[config.mk]
export PLATFORM = sky130hd
export DESIGN_NAME = hazard_ctrl
export DESIGN_NICKNAME = d
export VERILOG_FILES = /design/src/rtl/hazard_ctrl_pkg.sv /design/src/rtl/sat_counter.sv /design/src/rtl/hazard_ctrl.sv
export SDC_FILE = /design/constraint.sdc
export NUM_CORES = 1
export LEC_CHECK = 0
export BUFFER_PORTS_ARGS = -buffer_cell sky130_fd_sc_hd__buf_2
export CORE_UTILIZATION = 30
export DETAILED_ROUTE_END_ITERATION = 16
export PLACE_DENSITY_LB_ADDON = 0.3
export SYNTH_ARGS = -nofsm -noshare
export SYNTH_HDL_FRONTEND = slang
export SYNTH_SLANG_ARGS = --single-unit
[constraint.sdc]
create_clock -name clk_i -period 3.1 [get_ports clk_i]
set_input_delay 0.62 -clock clk_i [delete_from_list [all_inputs] [get_ports clk_i]]
set_output_delay 0.62 -clock clk_i [all_outputs]
set_load 0.01 [all_outputs]
[src/rtl/hazard_ctrl_pkg.sv]
// Shared pipeline-control definitions: pipeline-register mode bit positions, GPR address width,
// and the hazard-controller state encoding.
package hazard_ctrl_pkg;

  localparam int GPR_ADDR_SPACE = 5;

  // A pipeline register's mode carries one flush bit and one stall bit.
  localparam int MODE_FLUSH_BIT = 0;
  localparam int MODE_STALL_BIT = 1;

  typedef logic [1:0] mode_t;

  localparam mode_t MODE_RUN   = 2'b00;
  localparam mode_t MODE_FLUSH = mode_t'(1 << MODE_FLUSH_BIT);
  localparam mode_t MODE_STALL = mode_t'(1 << MODE_STALL_BIT);

  typedef enum logic [1:0] {
    ST_RUN      = 2'b00,
    ST_MDU_WAIT = 2'b01,
    ST_MEM_WAIT = 2'b10
  } hz_state_e;

  // An ID source matches EXE's destination only if that source is actually read.
  function automatic logic src_hit(input logic [GPR_ADDR_SPACE-1:0] src,
                                   input logic                      re,
                                   input logic [GPR_ADDR_SPACE-1:0] rd);
    return re && (src == rd);
  endfunction

endpackage

[src/rtl/sat_counter.sv]
// Saturating up-counter: counts enabled cycles and sticks at all-ones instead of wrapping.
module sat_counter #(
  parameter int CNT_WIDTH = 32
) (
  input  logic                 clk_i,
  input  logic                 rst_ni,
  input  logic                 inc_i,
  output logic [CNT_WIDTH-1:0] cnt_o
);

  logic [CNT_WIDTH-1:0] cnt_q;

  // NOTE: sequential state uses non-blocking assignments so every flop samples pre-edge values.
  always_ff @(posedge clk_i or negedge rst_ni) begin
    if (!rst_ni) begin
      cnt_q <= '0;
    end else if (inc_i && (cnt_q != {CNT_WIDTH{1'b1}})) begin
      cnt_q <= cnt_q + CNT_WIDTH'(1);
    end
  end

  assign cnt_o = cnt_q;

endmodule

[src/rtl/hazard_ctrl.sv]
// Pipeline hazard controller: memory and MDU stalls, branch flush and load-use interlock,
// plus saturating stall/flush performance counters.
module hazard_ctrl
  import hazard_ctrl_pkg::*;
#(
  parameter int CNT_WIDTH = 32
) (
  input  logic                      clk_i,
  input  logic                      rst_ni,
  input  logic [GPR_ADDR_SPACE-1:0] id_rs1_addr_i,
  input  logic [GPR_ADDR_SPACE-1:0] id_rs2_addr_i,
  input  logic                      id_rs1_re_i,
  input  logic                      id_rs2_re_i,
  input  logic [GPR_ADDR_SPACE-1:0] exe_rd_addr_i,
  input  logic                      exe_rd_we_i,
  input  logic                      exe_mem_re_i,
  input  logic                      exe_branch_taken_i,
  input  logic                      exe_mdu_req_i,
  input  logic                      mdu_done_i,
  input  logic                      mem_req_i,
  input  logic                      mem_ready_i,
  output logic                      pc_stall_o,
  output logic [1:0]                if_id_mode_o,
  output logic [1:0]                id_exe_mode_o,
  output logic [1:0]                exe_mem_mode_o,
  output logic [1:0]                mem_wb_mode_o,
  output logic                      mdu_start_o,
  output logic [CNT_WIDTH-1:0]      stall_cnt_o,
  output logic [CNT_WIDTH-1:0]      flush_cnt_o
);

  hz_state_e state_q, state_d;
  hz_state_e saved_q, saved_d;
  logic      done_q, done_d;

  logic mem_stall;
  logic mdu_stall;
  logic mdu_start;
  logic branch_flush;
  logic load_use;
  logic mdu_pending;

  assign mem_stall = mem_req_i && !mem_ready_i;

  // An MDU operation is outstanding either directly or behind a memory wait.
  assign mdu_pending = (state_q == ST_MDU_WAIT) ||
                       ((state_q == ST_MEM_WAIT) && (saved_q == ST_MDU_WAIT));

  // NOTE: every always_comb output gets a default first, so no path leaves a latch behind.
  always_comb begin
    state_d   = state_q;
    saved_d   = saved_q;
    done_d    = done_q;
    mdu_stall = 1'b0;
    mdu_start = 1'b0;

    if (mem_stall) begin
      state_d = ST_MEM_WAIT;
      if (state_q != ST_MEM_WAIT) saved_d = state_q;
      if (mdu_pending) done_d = done_q | mdu_done_i;
    end else if (state_q == ST_MDU_WAIT) begin
      if (mdu_done_i || done_q) begin
        state_d = ST_RUN;
        done_d  = 1'b0;
      end else begin
        mdu_stall = 1'b1;
      end
    end else if (mdu_pending) begin
      // Leaving a memory wait that interrupted the MDU: keep holding EXE for one
      // more cycle so a done captured meanwhile is consumed back in MDU_WAIT.
      mdu_stall = 1'b1;
      state_d   = ST_MDU_WAIT;
      done_d    = done_q | mdu_done_i;
    end else begin
      state_d = ST_RUN;
      if (exe_mdu_req_i) begin
        mdu_start = 1'b1;
        mdu_stall = 1'b1;
        state_d   = ST_MDU_WAIT;
      end
    end
  end

  assign branch_flush = exe_branch_taken_i && !mem_stall && !mdu_stall;

  assign load_use = !mem_stall && !mdu_stall && !exe_branch_taken_i &&
                    exe_mem_re_i && exe_rd_we_i && (exe_rd_addr_i != '0) &&
                    (src_hit(id_rs1_addr_i, id_rs1_re_i, exe_rd_addr_i) ||
                     src_hit(id_rs2_addr_i, id_rs2_re_i, exe_rd_addr_i));

  // Reset gates the control outputs so a held request cannot leak a stall or launch.
  always_comb begin
    pc_stall_o     = 1'b0;
    if_id_mode_o   = MODE_RUN;
    id_exe_mode_o  = MODE_RUN;
    exe_mem_mode_o = MODE_RUN;
    mem_wb_mode_o  = MODE_RUN;
    mdu_start_o    = 1'b0;

    if (rst_ni) begin
      mdu_start_o = mdu_start;
      if (mem_stall) begin
        pc_stall_o     = 1'b1;
        if_id_mode_o   = MODE_STALL;
        id_exe_mode_o  = MODE_STALL;
        exe_mem_mode_o = MODE_STALL;
        mem_wb_mode_o  = MODE_FLUSH;
      end else if (mdu_stall) begin
        pc_stall_o     = 1'b1;
        if_id_mode_o   = MODE_STALL;
        id_exe_mode_o  = MODE_STALL;
        exe_mem_mode_o = MODE_FLUSH;
      end else if (branch_flush) begin
        if_id_mode_o   = MODE_FLUSH;
        id_exe_mode_o  = MODE_FLUSH;
      end else if (load_use) begin
        pc_stall_o     = 1'b1;
        if_id_mode_o   = MODE_STALL;
        id_exe_mode_o  = MODE_FLUSH;
      end
    end
  end

  always_ff @(posedge clk_i or negedge rst_ni) begin
    if (!rst_ni) begin
      state_q <= ST_RUN;
      saved_q <= ST_RUN;
      done_q  <= 1'b0;
    end else begin
      state_q <= state_d;
      saved_q <= saved_d;
      done_q  <= done_d;
    end
  end

  sat_counter #(.CNT_WIDTH(CNT_WIDTH)) u_stall_cnt (
    .clk_i  (clk_i),
    .rst_ni (rst_ni),
    .inc_i  (pc_stall_o),
    .cnt_o  (stall_cnt_o)
  );

  sat_counter #(.CNT_WIDTH(CNT_WIDTH)) u_flush_cnt (
    .clk_i  (clk_i),
    .rst_ni (rst_ni),
    .inc_i  (branch_flush),
    .cnt_o  (flush_cnt_o)
  );

endmodule

; ---- Word-level counts from Yosys, hierarchy flattened
; Cells that the tools add are included.
[word_totals]
latchBits = 0
inputBits = 26
wordCells = 78
mem_count = 0
rom_bits = 0
regBits = 69
ramBits = 0
out_inout_bits = 74
[classes]
n_lt_le_gt_ge = 0
muxes = 38
n_shift = 0
n_div = 0
add_sub_neg = 2
mul = 0
n_bitwise = 1
n_eq_ne = 9
reduce_logical = 23
[op_table]
columns = op, count
row1 = $add A32 B1 Y32 const B, 2
row2 = $ne A32 B32 Y1 const B, 2
row3 = $mux W2, 13
row4 = $mux W1, 25
row5 = $logic_and A1 B1 Y1, 14
row6 = $eq A5 B5 Y1, 2
row7 = $reduce_bool A5 Y1, 1
row8 = $eq A2 B1 Y1 const B, 2
row9 = $logic_not A1 Y1, 4
row10 = $logic_or A1 B1 Y1, 3
row11 = $ne A3 B2 Y1 const B, 1
row12 = $eq A2 B2 Y1 const B, 1
row13 = $ne A2 B2 Y1 const B, 1
row14 = $reduce_and A2 Y1, 1
row15 = $or A1 B1 Y1, 1

; ---- Depth between registers and ports, before layout
[depth]
word_depth = 19
mapped_depth = 8
mapped_depth_nobuf = 7

; ---- Modules after synthesis
; A second synthesis with hierarchy kept.
[unflattened]
hier_cells = 359
area_unflattened_um2 = 3727.3
[by_module_without_submodules]
columns = module, n_inst, area_each_um2, seq_area_each_um2, cells_each
row1 = sat_counter, 2, 1624.1, 800.8, 151
row2 = hazard_ctrl, 1, 479.2, 125.1, 57

; ---- Worst setup path after synthesis
; Ideal clock, no wire load.
[synth_path]
kind = input to output
start = in exe_rd_addr_i[0]
end = out if_id_mode_o[1]
t_arrival_ns = 2.017
stages = 6
n_path_buf = 2
required_time_ns = 2.480
setup_slack_ns = 0.463
path_cell_list = or3_1 o311a_1 a32oi_4 buf_4 inv_1 buf_4
[synth_via]
elab_chain_cells = 9
word_cells_on_any_way = 13
cone_classes = 2 x eq/ne / 5 x mux / 6 x reduce/logical
[synth_lines]
columns = item, line_no
row1 = start: declaration, hazard_ctrl.sv:14  ; input logic [GPR_ADDR_SPACE-1:0] exe_rd_addr_i,
row2 = $eq A5 B5 Y1, hazard_ctrl_pkg.sv:27  ; return re && (src == rd);
row3 = $logic_and A1 B1 Y1, hazard_ctrl_pkg.sv:27
row4 = $logic_or A1 B1 Y1, hazard_ctrl.sv:88  ; (src_hit(id_rs1_addr_i, id_rs1_re_i, exe_rd_addr_i) ||
row5 = $logic_and A1 B1 Y1 (*), hazard_ctrl.sv:87  ; exe_mem_re_i && exe_rd_we_i && (exe_rd_addr_i != '0) &&
row6 = $mux W2 (*), hazard_ctrl.sv:116  ; end else if (load_use) begin
row7 = $mux W2 (*), hazard_ctrl.sv:113  ; end else if (branch_flush) begin
row8 = $mux W2 (*), hazard_ctrl.sv:108  ; end else if (mdu_stall) begin
row9 = $mux W2 (*), hazard_ctrl.sv:102  ; if (mem_stall) begin
row10 = $mux W2 (*), hazard_ctrl.sv:100  ; if (rst_ni) begin
row11 = end: declaration, hazard_ctrl.sv:23  ; output logic [1:0] if_id_mode_o,
; Every way passes the cells marked *; elsewhere a longest branch is shown, timed or not.

; ---- Worst setup path after layout
; Same ends and word-level chain as after synthesis.

==> qor.csv <==
metric;value;unit
Hold Crit Class;in -> async;
largest net degree at the start of global routing;59;
Detail Route Antenna Nets;0;
vias in the first global route;2969;
CP Capture Type;output port;
routed len/inst;14.2;um
simple-gate share of the synthesized area;29.3;%
Async S/R FF share, synth;100;%
syn avg cell area;10.4;um^2
Setup TNS Final;0;ns
final hold violations;0;
Critical-path top delay cell;or3_1;
Final Cycle Share;83.2;%
CP cell instances;buf_2, or3_1, o311a_1, a32oi_4, inv_1, buf_2;
synth unique cells;41;
FP Rows;39;
most frequent cells in the layout;97 x buf_2, 69 x dfrtp_1, 47 x xor2_1, 31 x nor2_1, 31 x nand2_1;
slew margin rel.;50.2;%
Crit path arrival time;1.96;ns
Yosys warning count;0;
CTS tree;yes;
post-synthesis xor/xnor area fraction;17.2;%
cts repair resizes;0;
PD cells;579;nW/um^2
fill cell count;1149;
Initial Util;31.4;%
vias per cell;4.94;
# setup viols final;0;
Post-synth EDFFs;0;
Static Leak;2.28;nW
Die Area;12600;um^2
Syn Inst Count;351;
diode count;0;
Fmax;388;MHz
IO buf count;98;
Least-Margin Pin Slew;0.746;ns
Post-CTS Setup Bufs;0;
via count;2978;
Layout Nets;483;
Placeable Area;11700;um^2
later-pin clock latency in the skew report;0.33;ns
sequential fraction of the synthesis area;47.2;%
DRC viols;0;
width of the die;112;um
multiplexer share of the synthesized area;0.308;%
crit path time final;2.58;ns
RSZ-0062 raised after global routing;false;
Layout Skew;0.00434;ns
crit path max fanout;3;
Overflow after GRT;0;
syn nets;379;
H-tree levels;3;
layout cells sized above 1;31.5;%
critical path type;in -> out;
Clk pin slew, worst setup/hold paths;0.05;ns
Post-Route WL;8.56;mm
status;complete, no violations;
Max Slew Vio Count;0;
FF+latch count, synth;69;
IO Count;100;
Synth Area in Compound Gates;2.63;%
max-cap violations;0;
CTS max path bufs;2;
TritonRoute pass-1 iters;4;
Tot GR Track Use;14.7;%
post-DP HPWL;6.22;mm
Num CTS Buffers;9;
initial drt markers;161;
most common cell after layout, fill and taps aside;buf_2;
Req. time, crit path;2.48;ns
initial antenna violation count;0;
CTS Sinks;69;
hold buffer count at CTS;0;
maximum vdd drop;423;uV
Synth Cell Area;3660;um^2
first-pass GRT wire length;14.9;mm
Startpoint Class;input pin;
clock root buffer;clkbuf_16;
area delta synth->final;26.5;%
Adder-Cell Fraction of Synth Area;0.684;%
Die Y;112;um
largest family of logic cells by synthesized area;simple AND/OR/NAND/NOR gates;
most used cell, CP;buf_2;
GPL Wtd Cong;0.791;
CP max stage delay;0.37;ns
most used flip-flop cell after synthesis;dfrtp_1;
total power;2.68;mW
[path summary, 6_finish.rpt]
kind | slack [ns] | cells after the start | endpoint | start
worst max-delay path | 0.52 | 6 | if_id_mode_o[1] | exe_rd_addr_i[0]
worst min-delay path | 0.16 | 1 | done_q | rst_ni
worst max register to register | 0.72 | 8 | u_stall_cnt.cnt_o[10] | u_stall_cnt.cnt_o[0]
worst min register to register | 0.49 | 1 | u_flush_cnt.cnt_o[17] | u_flush_cnt.cnt_o[17]
max in group asynchronous | 1.94 | 2 | u_stall_cnt.cnt_o[21] | rst_ni
min in group clk_i | 0.49 | 1 | u_flush_cnt.cnt_o[17] | u_flush_cnt.cnt_o[17]
[synth_stat cells, drive strengths merged (2+ instances only)]
| cell | n | area (um^2) |
|---|---|---|
| nand2 | 31 | 116 |
| nor4b | 4 | 60.1 |
| nand2b | 3 | 18.8 |
| xnor2 | 25 | 219 |
| and2 | 6 | 37.5 |
| a21oi | 3 | 15.0 |
| nand4 | 19 | 131 |
| nor3 | 24 | 125 |
| nor2 | 32 | 128 |
| o21ai | 2 | 10.0 |
| dfrtp | 69 | 1730 |
| nor4 | 11 | 138 |
| nor2b | 2 | 12.5 |
| buf | 10 | 71.3 |
| ha | 2 | 25.0 |
| and3 | 8 | 50.1 |
| xor2 | 47 | 412 |
| nand3 | 28 | 150 |
| and4 | 7 | 63.8 |
| inv | 5 | 18.8 |
[worst max-delay path: cells and delay by family]
| family | cells | cell delay [ns] |
|---|---|---|
| AO/OA/AOI/OAI | 2 | 0.59 |
| buffers and inverters | 3 | 0.38 |
| AND/OR/NAND/NOR | 1 | 0.37 |
[registers in the layout (all words and copies together) (netlist names)]
signal and cells:
saved_q 2, u_stall_cnt.cnt_o 32, done_q 1, state_q 2, u_flush_cnt.cnt_o 32
[layout make-up]
cell class / count / area [um^2] / share of cell area (%)
clock buffer: 12 / 256 / 5.54
clock inverter: 4 / 70.1 / 1.51
inverter: 5 / 18.8 / 0.406
multi-input combinational: 266 / 1840 / 39.7
sequential: 69 / 1730 / 37.3
tap: 143 / 179 / 3.87
timing repair buffer: 104 / 538 / 11.6
[per-layer routing]
| layer | wire [um] | track usage [%] | vias up |
|---|---|---|---|
| li1 | - | - | 1432 |
| met1 | 3780 | 18.1 | 1455 |
| met2 | 4190 | 25.0 | 82 |
| met3 | 504 | 4.70 | 9 |
| met4 | 86 | 3.47 | 0 |
| met5 | 0 | 0 | - |
[where the power goes]
group | switching [mW] | internal (mW) | total (mW)
logic | 0.235 | 0.192 | 0.426
clock network | 0.367 | 0.745 | 1.11
registers | 0.131 | 1.01 | 1.14
total | 0.733 | 1.94 | 2.68
[stage by stage]
step,std cells,area (um^2),hold slack [ns],worst slack [ns],utilization (%)
final,603,4630,0.155,0.520,39.7
after global routing,603,4630,0.159,0.432,39.7
after CTS,603,4630,0.155,0.484,39.7
after detailed placement,587,4300,0.484,0.457,36.9
after global placement,587,4300,0.475,0.478,36.9
after floorplan,351,3660,0.324,0.463,-
[kinds of logic after synthesis]
kind of cell	Yosys count
other cells	1
simple gates	180
fa+ha+maj	2
compound gates	10
flops	69
mux	1
xor+xnor	72
buf+inv	16
Power figures use the tool's default switching activity.
